--- src/rtl/line_drawer_controller.sv ---
// Bresenham line-drawing control FSM: picks orientation, orders endpoints,
// strobes the datapath and hands one pixel at a time to the frame-buffer writer.
module line_drawer_controller #(
    parameter int W = 11
) (
    input  logic               clk,
    input  logic               reset,
    input  logic               start,
    input  logic [W-1:0]       x0,
    input  logic [W-1:0]       y0,
    input  logic [W-1:0]       x1,
    input  logic [W-1:0]       y1,
    input  logic [W-1:0]       new_x0,
    input  logic [W-1:0]       new_x1,
    input  logic [W-1:0]       result_x,
    input  logic signed [11:0] error,
    input  logic               pixel_ready,
    output logic               load_reg,
    output logic               swap_x_y,
    output logic               swap_0_1,
    output logic               prep_reg,
    output logic               load_xy,
    output logic               load_yx,
    output logic               error_gt_0,
    output logic               incr_x,
    output logic               x0_gt_x1,
    output logic               steep,
    output logic               pixel_valid,
    output logic               busy,
    output logic               done
);

    typedef enum logic [2:0] {
        S_IDLE,
        S_LOAD,
        S_ORDER,
        S_PREP,
        S_PLOT,
        S_STEP,
        S_DONE
    } state_t;

    state_t       state_q, state_d;
    logic         steep_q, steep_d;
    logic [W-1:0] abs_dx, abs_dy;
    logic         steep_calc;
    logic         last_px;
    logic         err_pos;

    always_comb begin
        abs_dx     = (x1 >= x0) ? (x1 - x0) : (x0 - x1);
        abs_dy     = (y1 >= y0) ? (y1 - y0) : (y0 - y1);
        steep_calc = abs_dy > abs_dx;
        x0_gt_x1   = new_x0 > new_x1;
        last_px    = result_x == new_x1;
        err_pos    = error > 12'sd0;
    end

    always_comb begin
        state_d     = state_q;
        steep_d     = steep_q;
        load_reg    = 1'b0;
        swap_x_y    = 1'b0;
        swap_0_1    = 1'b0;
        prep_reg    = 1'b0;
        load_xy     = 1'b0;
        load_yx     = 1'b0;
        error_gt_0  = 1'b0;
        incr_x      = 1'b0;
        pixel_valid = 1'b0;
        done        = 1'b0;
        unique case (state_q)
            S_IDLE: begin
                if (start) state_d = S_LOAD;
            end
            S_LOAD: begin
                steep_d  = steep_calc;
                load_reg = !steep_calc;
                swap_x_y = steep_calc;
                state_d  = S_ORDER;
            end
            S_ORDER: begin
                swap_0_1 = x0_gt_x1;
                state_d  = S_PREP;
            end
            S_PREP: begin
                prep_reg = 1'b1;
                state_d  = S_PLOT;
            end
            S_PLOT: begin
                load_xy = !steep_q;
                load_yx = steep_q;
                state_d = S_STEP;
            end
            S_STEP: begin
                pixel_valid = 1'b1;
                // The error step and x advance only happen on an accepted pixel
                if (pixel_ready) begin
                    error_gt_0 = err_pos;
                    if (last_px) begin
                        state_d = S_DONE;
                    end else begin
                        incr_x  = 1'b1;
                        state_d = S_PLOT;
                    end
                end
            end
            S_DONE: begin
                done    = 1'b1;
                state_d = S_IDLE;
            end
            default: state_d = S_IDLE;
        endcase
    end

    always_ff @(posedge clk) begin
        if (!reset) begin
            state_q <= S_IDLE;
            steep_q <= 1'b0;
        end else begin
            state_q <= state_d;
            steep_q <= steep_d;
        end
    end

    assign busy  = state_q != S_IDLE;
    assign steep = steep_q;

endmodule
--- config.mk ---
export PLATFORM = sky130hd
export DESIGN_NAME = line_drawer_controller
export DESIGN_NICKNAME = d
export VERILOG_FILES = /design/src/rtl/line_drawer_controller.sv
export SDC_FILE = /design/constraint.sdc
export NUM_CORES = 1
export LEC_CHECK = 0
export CAP_MARGIN = 20
export CORE_MARGIN = 2
export CORE_UTILIZATION = 35
export DETAILED_ROUTE_END_ITERATION = 6
export HOLD_SLACK_MARGIN = 0.1
export SLEW_MARGIN = 20
export SYNTH_ARGS = -nofsm -noshare
export SYNTH_HDL_FRONTEND = slang
export SYNTH_SLANG_ARGS = --single-unit
--- constraint.sdc ---
create_clock -name clk -period 9.6 [get_ports clk]
set_clock_uncertainty 0.1 [all_clocks]
set_input_delay 2.4 -clock clk [delete_from_list [all_inputs] [get_ports clk]]
set_output_delay 2.4 -clock clk [all_outputs]
set_load 0.01 [all_outputs]
---- After elaboration in Yosys (flattened, before gate mapping) ----
Cells that the tools add are included.
cells by class
  add/sub/neg operators ................... 4
  order comparisons ....................... 5
  divide/modulo/power cells ............... 0
  shift operators ......................... 0
  bitwise logic cells ..................... 0
  multipliers ............................. 0
  multiplexer cells ....................... 19
  equality and inequality tests ........... 9
  reduce and logical (&&, ||, !) cells .... 5
operators with widths
  operator             count
  $sub 11x11->11       4
  $ge 11x11->1         2
  $gt 11x11->1         2
  $mux 11              2
  $pmux 3 s6           1
  $mux 1               13
  $gt 12x1->1 const B  1
  $eq 11x11->1         1
  $eq 3x3->1 const B   3
  $eq 3x2->1 const B   2
  $mux 3               2
  $ne 2x2->1 const B   2
  $eq 3x1->1 const B   1
  $logic_not 3->1      1
  $reduce_bool 3->1    1
  $logic_not 1->1      2
  $mux 2               1
  $reduce_and 2->1     1
storage, ports and cells
  memories ................................ 0
  output and inout bits ................... 13
  memory bits (read-only) ................. 0
  bits of input ports ..................... 93
  register bits ........................... 4
  latch bits .............................. 0
  RAM bits ................................ 0
  logic and storage cells ................. 44

---- Depth between registers and ports, before layout ----
Gate-level depths: netlist (run 1).
  depth after elaboration ................. 5
  mapped depth ............................ 18
  depth with buffers taken out ............ 17

---- Worst setup path before layout (run 1) ----
No wires, ideal clock.
  path type ............................... in2out
  from .................................... input x1[0]
  to ...................................... output load_reg
  cell stages on the path ................. 14
  buffers on the path ..................... 0
  setup slack ............................. 1.938 ns
  arrival time ............................ 5.162 ns
  data required time ...................... 7.100 ns
  cell sequence ........................... inv_1 ha_1 inv_1 fa_1 a21o_1 a221oi_2 nor3_1 a2111oi_2 mux2_4 mux2i_4 ha_1 nand4_1 or3_1 a21oi_1
on the way
  word-level cells in the longest chain between the ends .. 5
  elaborated cells between the ends (all ways) .. 7
  classes of those cells .................. add/sub (2); order compare (2); mux (2); reduce/logical (1)
RTL lines
  element                                                line  RTL
  start, declared                                        11    input logic [W-1:0] x1,
  $sub 11x11->11 / $ge 11x11->1 (equally long branches)  51    abs_dx = (x1 >= x0) ? (x1 - x0) : (x0 - x1);
  $mux 11 *                                              51
  $gt 11x11->1 *                                         53    steep_calc = abs_dy > abs_dx;
  $logic_not 1->1 *                                      78    load_reg = !steep_calc;
  $mux 1 *                                               72    unique case (state_q)
  end, declared                                          18    output logic load_reg,
Every way passes the cells marked *; elsewhere a longest branch is shown, timed or not.

---- Worst setup path in the final report (run 1) ----
  from .................................... input x0[0]
  to ...................................... output load_reg
on the way
  word-level cells in the longest chain between the ends .. 5
  elaborated cells between the ends (all ways) .. 7
  classes of those cells .................. add/sub (2); order compare (2); mux (2); reduce/logical (1)
RTL lines
  element                                                line  RTL
  start, declared                                        9     input logic [W-1:0] x0,
  $sub 11x11->11 / $ge 11x11->1 (equally long branches)  51
  $mux 11 *                                              51
  $gt 11x11->1 *                                         53
  $logic_not 1->1 *                                      78
  $mux 1 *                                               72
Marks and branches as above.

==> results of run 1 <==
power by group through the flow:
stage	registers, mW	logic (mW)	clock network, mW
6_report	0.0240	0.258	0.0371
4_1_cts	0.0240	0.260	0.0383
2_1_floorplan	0.0206	0.176	0
3_3_place_gp	0.0241	0.255	0
3_5_place_dp	0.0242	0.258	0
5_1_grt	0.0250	0.288	0.0387
cells in the final DEF, fill, tap and decap left out, types with 16 or more instances in the layout:
cell type and count:
ha_1 64, mux2i_1 16, xnor2_1 21, clkdlybuf4s50_1 105
nand2_1 19, o21ai_0 19, inv_1 71, a21oi_1 45
nor2_1 21
registers in the layout, indices dropped and copies added, names as in the netlist:
signal   flops
state_q      3
steep        1
metal layers:
metal / GRT usage (%) / wire length (um) / vias up
met5: 0 / 0 / -
met4: 2.11 / 38 / 0
met3: 2.72 / 817 / 5
met2: 27.6 / 3540 / 124
met1: 19.9 / 3400 / 1364
li1: - / - / 1615
cell type report:
| cell class | count | share of cell area (%) |
|---|---|---|
| Multi-Input combinational cell | 321 | 61.7 |
| Timing Repair Buffer | 106 | 25.7 |
| Inverter | 71 | 6.46 |
| Tap cell | 105 | 3.19 |
| Sequential cell | 4 | 1.94 |
| Clock buffer | 3 | 1.00 |
per-stage QoR:
stage / hold slack (ns) / total power [mW] / utilization (%)
global route: 0.502 / 0.351 / 49.9
global placement: 0.474 / 0.280 / 49.4
detailed placement: 0.478 / 0.283 / 49.4
finish: 0.475 / 0.319 / 49.9
CTS: 0.478 / 0.322 / 49.9
floorplan: 0.475 / 0.196 / -
final timing paths:
path | startpoint | endpoint | slack (ns) | depth (start not counted)
max reg2reg | state_q[0]$_SDFFE_PN0P_ | steep$_SDFFE_PN0P_ | 8.10 | 2
min reg2reg | steep$_SDFFE_PN0P_ | steep$_SDFFE_PN0P_ | 0.48 | 1
max | x0[0] | load_reg | 0.70 | 15
min | steep$_SDFFE_PN0P_ | steep$_SDFFE_PN0P_ | 0.48 | 1
logic make-up (layout without fill, tap and decap cells):
| family | count (synthesis) | in the layout |
|---|---|---|
| AO/OA/AOI/OAI | 110 | 110 |
| XOR/XNOR | 26 | 26 |
| adder cells (fa/ha/maj) | 68 | 68 |
| buffers and inverters | 87 | 180 |
| flip-flops | 4 | 4 |
| multiplexers | 19 | 19 |
| AND/OR/NAND/NOR | 98 | 98 |
==> impl_metrics.yaml, run 1 <==
yosys:
  synth_top_area_share_pct: 26.8
  syn_inst: 412
  yosys_warnings: 0
  synthArstFlopShare_pct: 0
  synth_compound_area_share_pct: 23.5
  synthTopCellsByCount: "inv_1, ha_1, a21oi_1, nor2_1, xnor2_1"
  synth_top_family_by_area: "adder cells"
  yosysUniqueCellTypes: 57
  synthXorXnorAreaFrac_pct: 7.62
  yosys-top-cells-area: "ha_1, inv_1, a21oi_1"
  synth_area_um2: 2990
  synthMostInstantiatedCell: "inv_1"
  synth_fp_nets: 573
  synth_edf_count: 0
  yosys.area_share.simple_pct: 17.6
  ys.flop_type: "dfxtp_1"
  synthMuxAreaShare_pct: 6.99
  synth_fa_ha_area_share_pct: 29.5
  ys_seq_area_share_pct: 2.68
  synth_area_leader_cell: "ha_1"
  avgSynthCellArea_um2: 7.25
  ys_ff_latch: 4
floorplanning:
  fp-row-count: 33
  initial_core_util_pct: 36.2
  core_um2: 8260
  die_w_um: 96.4
  io_pins: 106
  die_h_um: 96.4
  die_area_um2: 9290
final_layout:
  drive_gt1_share_pct: 3.17
  nNetsFinal: 668
  fin_area_um2: 4120
  multiInputGateArea_um2: 2540
  stdcell_count: 610
  regArea_um2: 80.1
  syn2layout_area_growth_pct: 38.0
  fillCellCount: 833
  diodes: 0
clock_tree:
  cts_setup_buffers: 0
  cts_tree: "done"
  holdBufCountCts: 0
  clock-sinks: 4
  cts_resized: 0
  cts.path.max_buffers: 2
  numCtsBuffers: 3
  clk_pin_slew_ns: 0.03
  clk_root_buffer_cell: "clkbuf_8"
  htree_levels: 1
  clk_latency_ns: 0.22
worst_setup_path:
  crit_buf_inv: 3
  critPathMaxFanout: 3
  crit_type: "in2out"
  cp-end-kind: "output port"
  crit_path_max_incr_delay_ns: 0.57
  worst_setup_path_start_kind: "input port"
  cp_top_family: "buffers and inverters"
  cp.arrival_ns: 6.40
  path_cells: "clkdlybuf4s50_1, ha_1, inv_1, fa_1, a21o_1, a221oi_2, nor3_1, a2111oi_2, mux2_4, mux2i_4, ha_1, nand4_1, or3_1, a21oi_1, clkdlybuf4s50_1"
  critPathSlowestCell: "clkdlybuf4s50_1"
  cp.required_ns: 7.10
sta:
  setup_tns_ns: 0
  final.min_clock_period_ns: 8.90
  hold_viol_final: 0
  fmax_mhz: 112
  slew_headroom_pct: 69.8
  setup_violations: 0
  drv_slew: 0
  grt_setup_unrepaired: "false"
  worst_slack_ns: 0.700
  worstMarginPinSlew_ns: 0.448
  post-route-period-util_pct: 92.7
run_status:
  status: "finished, final reports clean"
global_routing:
  grt_antenna_before_repair: 0
  grtUsageTotal_pct: 15.5
  first_global_vias: 2785
  grt_pass1_wl_um: 11900
  grt_max_degree: 14
  gr-total-overflow: 0
power_and_ir_drop:
  p_comb_share_pct: 80.8
  p_seq_share_pct: 7.5
  p_int_uw: 180
  p_sw_uw: 139
  pwr-share-clk_pct: 11.6
  p_sw_share_pct: 43.6
  power.density_nw_per_um2: 77.4
  ir_worst_vdd_v: 0.0000332
  leakage_nw: 1.94
job:
  drv_cap: 0
place:
  port_buffers: 105
  place_congestion: 0.873
  place_inst: 607
  dp_slack_ns: 0.710
  placed_cell_area_um2: 4080
  dp_hpwl_um: 6840
detailed_routing:
  post_drt_wl_per_cell_um: 12.8
  route.detailed.drc: 0
  wl_um: 7800
  via_per_inst: 5.10
  vias: 3108
  drt_iter0_markers: 103
  drt_pass1_iterations: 4
  drtAntennaViolNets: 0
hold_path:
  worstHoldPathType: "reg2reg"
No activity file was read; power rests on OpenSTA's default activity.
==> inputs of run 2 (changes only) <==
--- a/config.mk
+++ b/config.mk
@@ -8,6 +8,7 @@
 export CAP_MARGIN = 20
 export CORE_MARGIN = 2
 export CORE_UTILIZATION = 35
+export CTS_BUF_LIST = sky130_fd_sc_hd__clkbuf_8
 export DETAILED_ROUTE_END_ITERATION = 6
 export HOLD_SLACK_MARGIN = 0.1
 export SLEW_MARGIN = 20
==> results of run 2 <==
Same layout as run 1: the final DEF is identical, and so are final timing and power.
==> inputs of run 3 (changes only) <==
--- a/config.mk
+++ b/config.mk
@@ -6,7 +6,7 @@
 export NUM_CORES = 1
 export LEC_CHECK = 0
 export CAP_MARGIN = 20
-export CORE_MARGIN = 2
+export CORE_MARGIN = 8
 export CORE_UTILIZATION = 35
 export CTS_BUF_LIST = sky130_fd_sc_hd__clkbuf_8
 export DETAILED_ROUTE_END_ITERATION = 6
==> impl_metrics.yaml, run 3 (synthesis results as in run 1) <==
run_status:
  status: "finished, final reports clean"
sta:
  worst_slack_ns: 0.456
  drv_slew: 0
  worstMarginPinSlew_ns: 0.423
  slew_headroom_pct: 71.6
  grt_setup_unrepaired: "false"
  setup_tns_ns: 0
  hold_viol_final: 0
  final.min_clock_period_ns: 9.14
  fmax_mhz: 109
  post-route-period-util_pct: 95.3
  whs_ns: 0.471
  setup_violations: 0
worst_setup_path:
  crit_buf_inv: 4
  path_cells: "clkdlybuf4s50_1, inv_1, ha_1, o211ai_1, a21oi_1, o21ai_0, o21bai_1, buf_4, mux2i_1, xnor2_1, ha_1, a21o_1, a21oi_1, o22ai_1, nor2_1, o31ai_1, a21oi_1, clkdlybuf4s50_1"
  cp_top_family: "compound AO/OA/AOI/OAI gates"
  cp-end-kind: "output port"
  cp.arrival_ns: 6.64
  crit_path_max_incr_delay_ns: 0.57
  critPathSlowestCell: "clkdlybuf4s50_1"
  critPathMaxFanout: 8
  crit_type: "in2out"
  cp.required_ns: 7.10
  worst_setup_path_start_kind: "input port"
  worst_path_most_repeated_cell: "a21oi_1"
final_layout:
  top_register: "state_q"
  syn2layout_area_growth_pct: 38.0
  layout_commonest_cell: "clkdlybuf4s50_1"
  fin_area_um2: 4120
  stdcell_count: 610
  diodes: 0
  largest_reg_flops: 3
  most-common-layout-cells: "clkdlybuf4s50_1, inv_1, ha_1"
  nNetsFinal: 668
  drive_gt1_share_pct: 3.17
  utilization_pct: 49.9
detailed_routing:
  post_drt_wl_per_cell_um: 14.0
  drt_iter0_markers: 98
  via_per_inst: 5.08
  route.detailed.drc: 0
  drtAntennaViolNets: 0
  wl_um: 8530
  drt_pass1_iterations: 4
  vias: 3098
power_and_ir_drop:
  pwr-share-clk_pct: 11.3
  total_power_uw: 318
  p_comb_share_pct: 81.2
  p_int_uw: 179
  p_sw_share_pct: 43.5
  ir_worst_vdd_v: 0.0000283
  p_sw_uw: 138
  power.density_nw_per_um2: 77.0
  leakage_nw: 1.94
  p_seq_share_pct: 7.5
global_routing:
  gr-total-overflow: 0
  grt_antenna_before_repair: 0
  grt_pass1_wl_um: 14200
  grt_max_degree: 14
  grtUsageTotal_pct: 14.3
  first_global_vias: 3137
clock_tree:
  cts_setup_buffers: 0
  cts_tree: "done"
  clk_latency_ns: 0.22
  cts_resized: 0
  clk_root_buffer_cell: "clkbuf_8"
  clk_pin_slew_ns: 0.03
  clock-sinks: 4
  htree_levels: 1
  holdBufCountCts: 0
  cts.path.max_buffers: 2
  numCtsBuffers: 3
floorplanning:
  io_pins: 106
  core_um2: 8260
  die_w_um: 108
  fp-row-count: 33
  initial_core_util_pct: 36.2
  die_h_um: 108
  die_area_um2: 11700
place:
  place_inst: 607
  port_buffers: 105
  placed_cell_area_um2: 4080
  place_congestion: 0.865
  dp_hpwl_um: 7590
  dp_slack_ns: 0.521
hold_path:
  worstHoldPathType: "reg2reg"
job:
  drv_cap: 0
## run 3: cell counts in the layout (fill, tap and decap cells not counted)
No cell type changed its count.
## run 3: path summary, 6_finish.rpt
| kind | from | endpoint | slack, ns | depth (start not counted) |
|---|---|---|---|---|
| worst min register to register | steep$_SDFFE_PN0P_ | steep$_SDFFE_PN0P_ | 0.47 | 1 |
| worst max register to register | state_q[0]$_SDFFE_PN0P_ | steep$_SDFFE_PN0P_ | 8.10 | 2 |
| worst max-delay path | y0[2] | load_reg | 0.46 | 18 |
| worst min-delay path | steep$_SDFFE_PN0P_ | steep$_SDFFE_PN0P_ | 0.47 | 1 |
## run 3: cell type report
cell class	instances	area, um2
fill	843	4140
multi-input combinational	321	2540
timing repair buffer	106	1060
inverter	71	267
tap	105	131
sequential	4	80.1
clock buffer	3	41.3
## run 3: metal layers
metal / GRT usage, % / share of wire [%] / vias to the layer above
li1: - / - / 1621
met1: 19.0 / 49 / 1379
met2: 24.5 / 44 / 96
met3: 2.08 / 7.0 / 2
met4: 1.27 / 0.18 / 0
met5: 0 / 0 / -
## run 3: power by group through the flow
stage	Combinational, mW	Clock, mW	Sequential, mW
2_1_floorplan	0.176	0	0.0206
3_3_place_gp	0.256	0	0.0238
3_5_place_dp	0.258	0	0.0239
4_1_cts	0.260	0.0372	0.0237
5_1_grt	0.292	0.0378	0.0249
6_report	0.258	0.0358	0.0238
## run 3: worst register-to-register path, cell delays in order, from the launching register on
cell and delay [ns]:
dfxtp_1 0.52, or3b_2 0.50, a32o_1 0.27
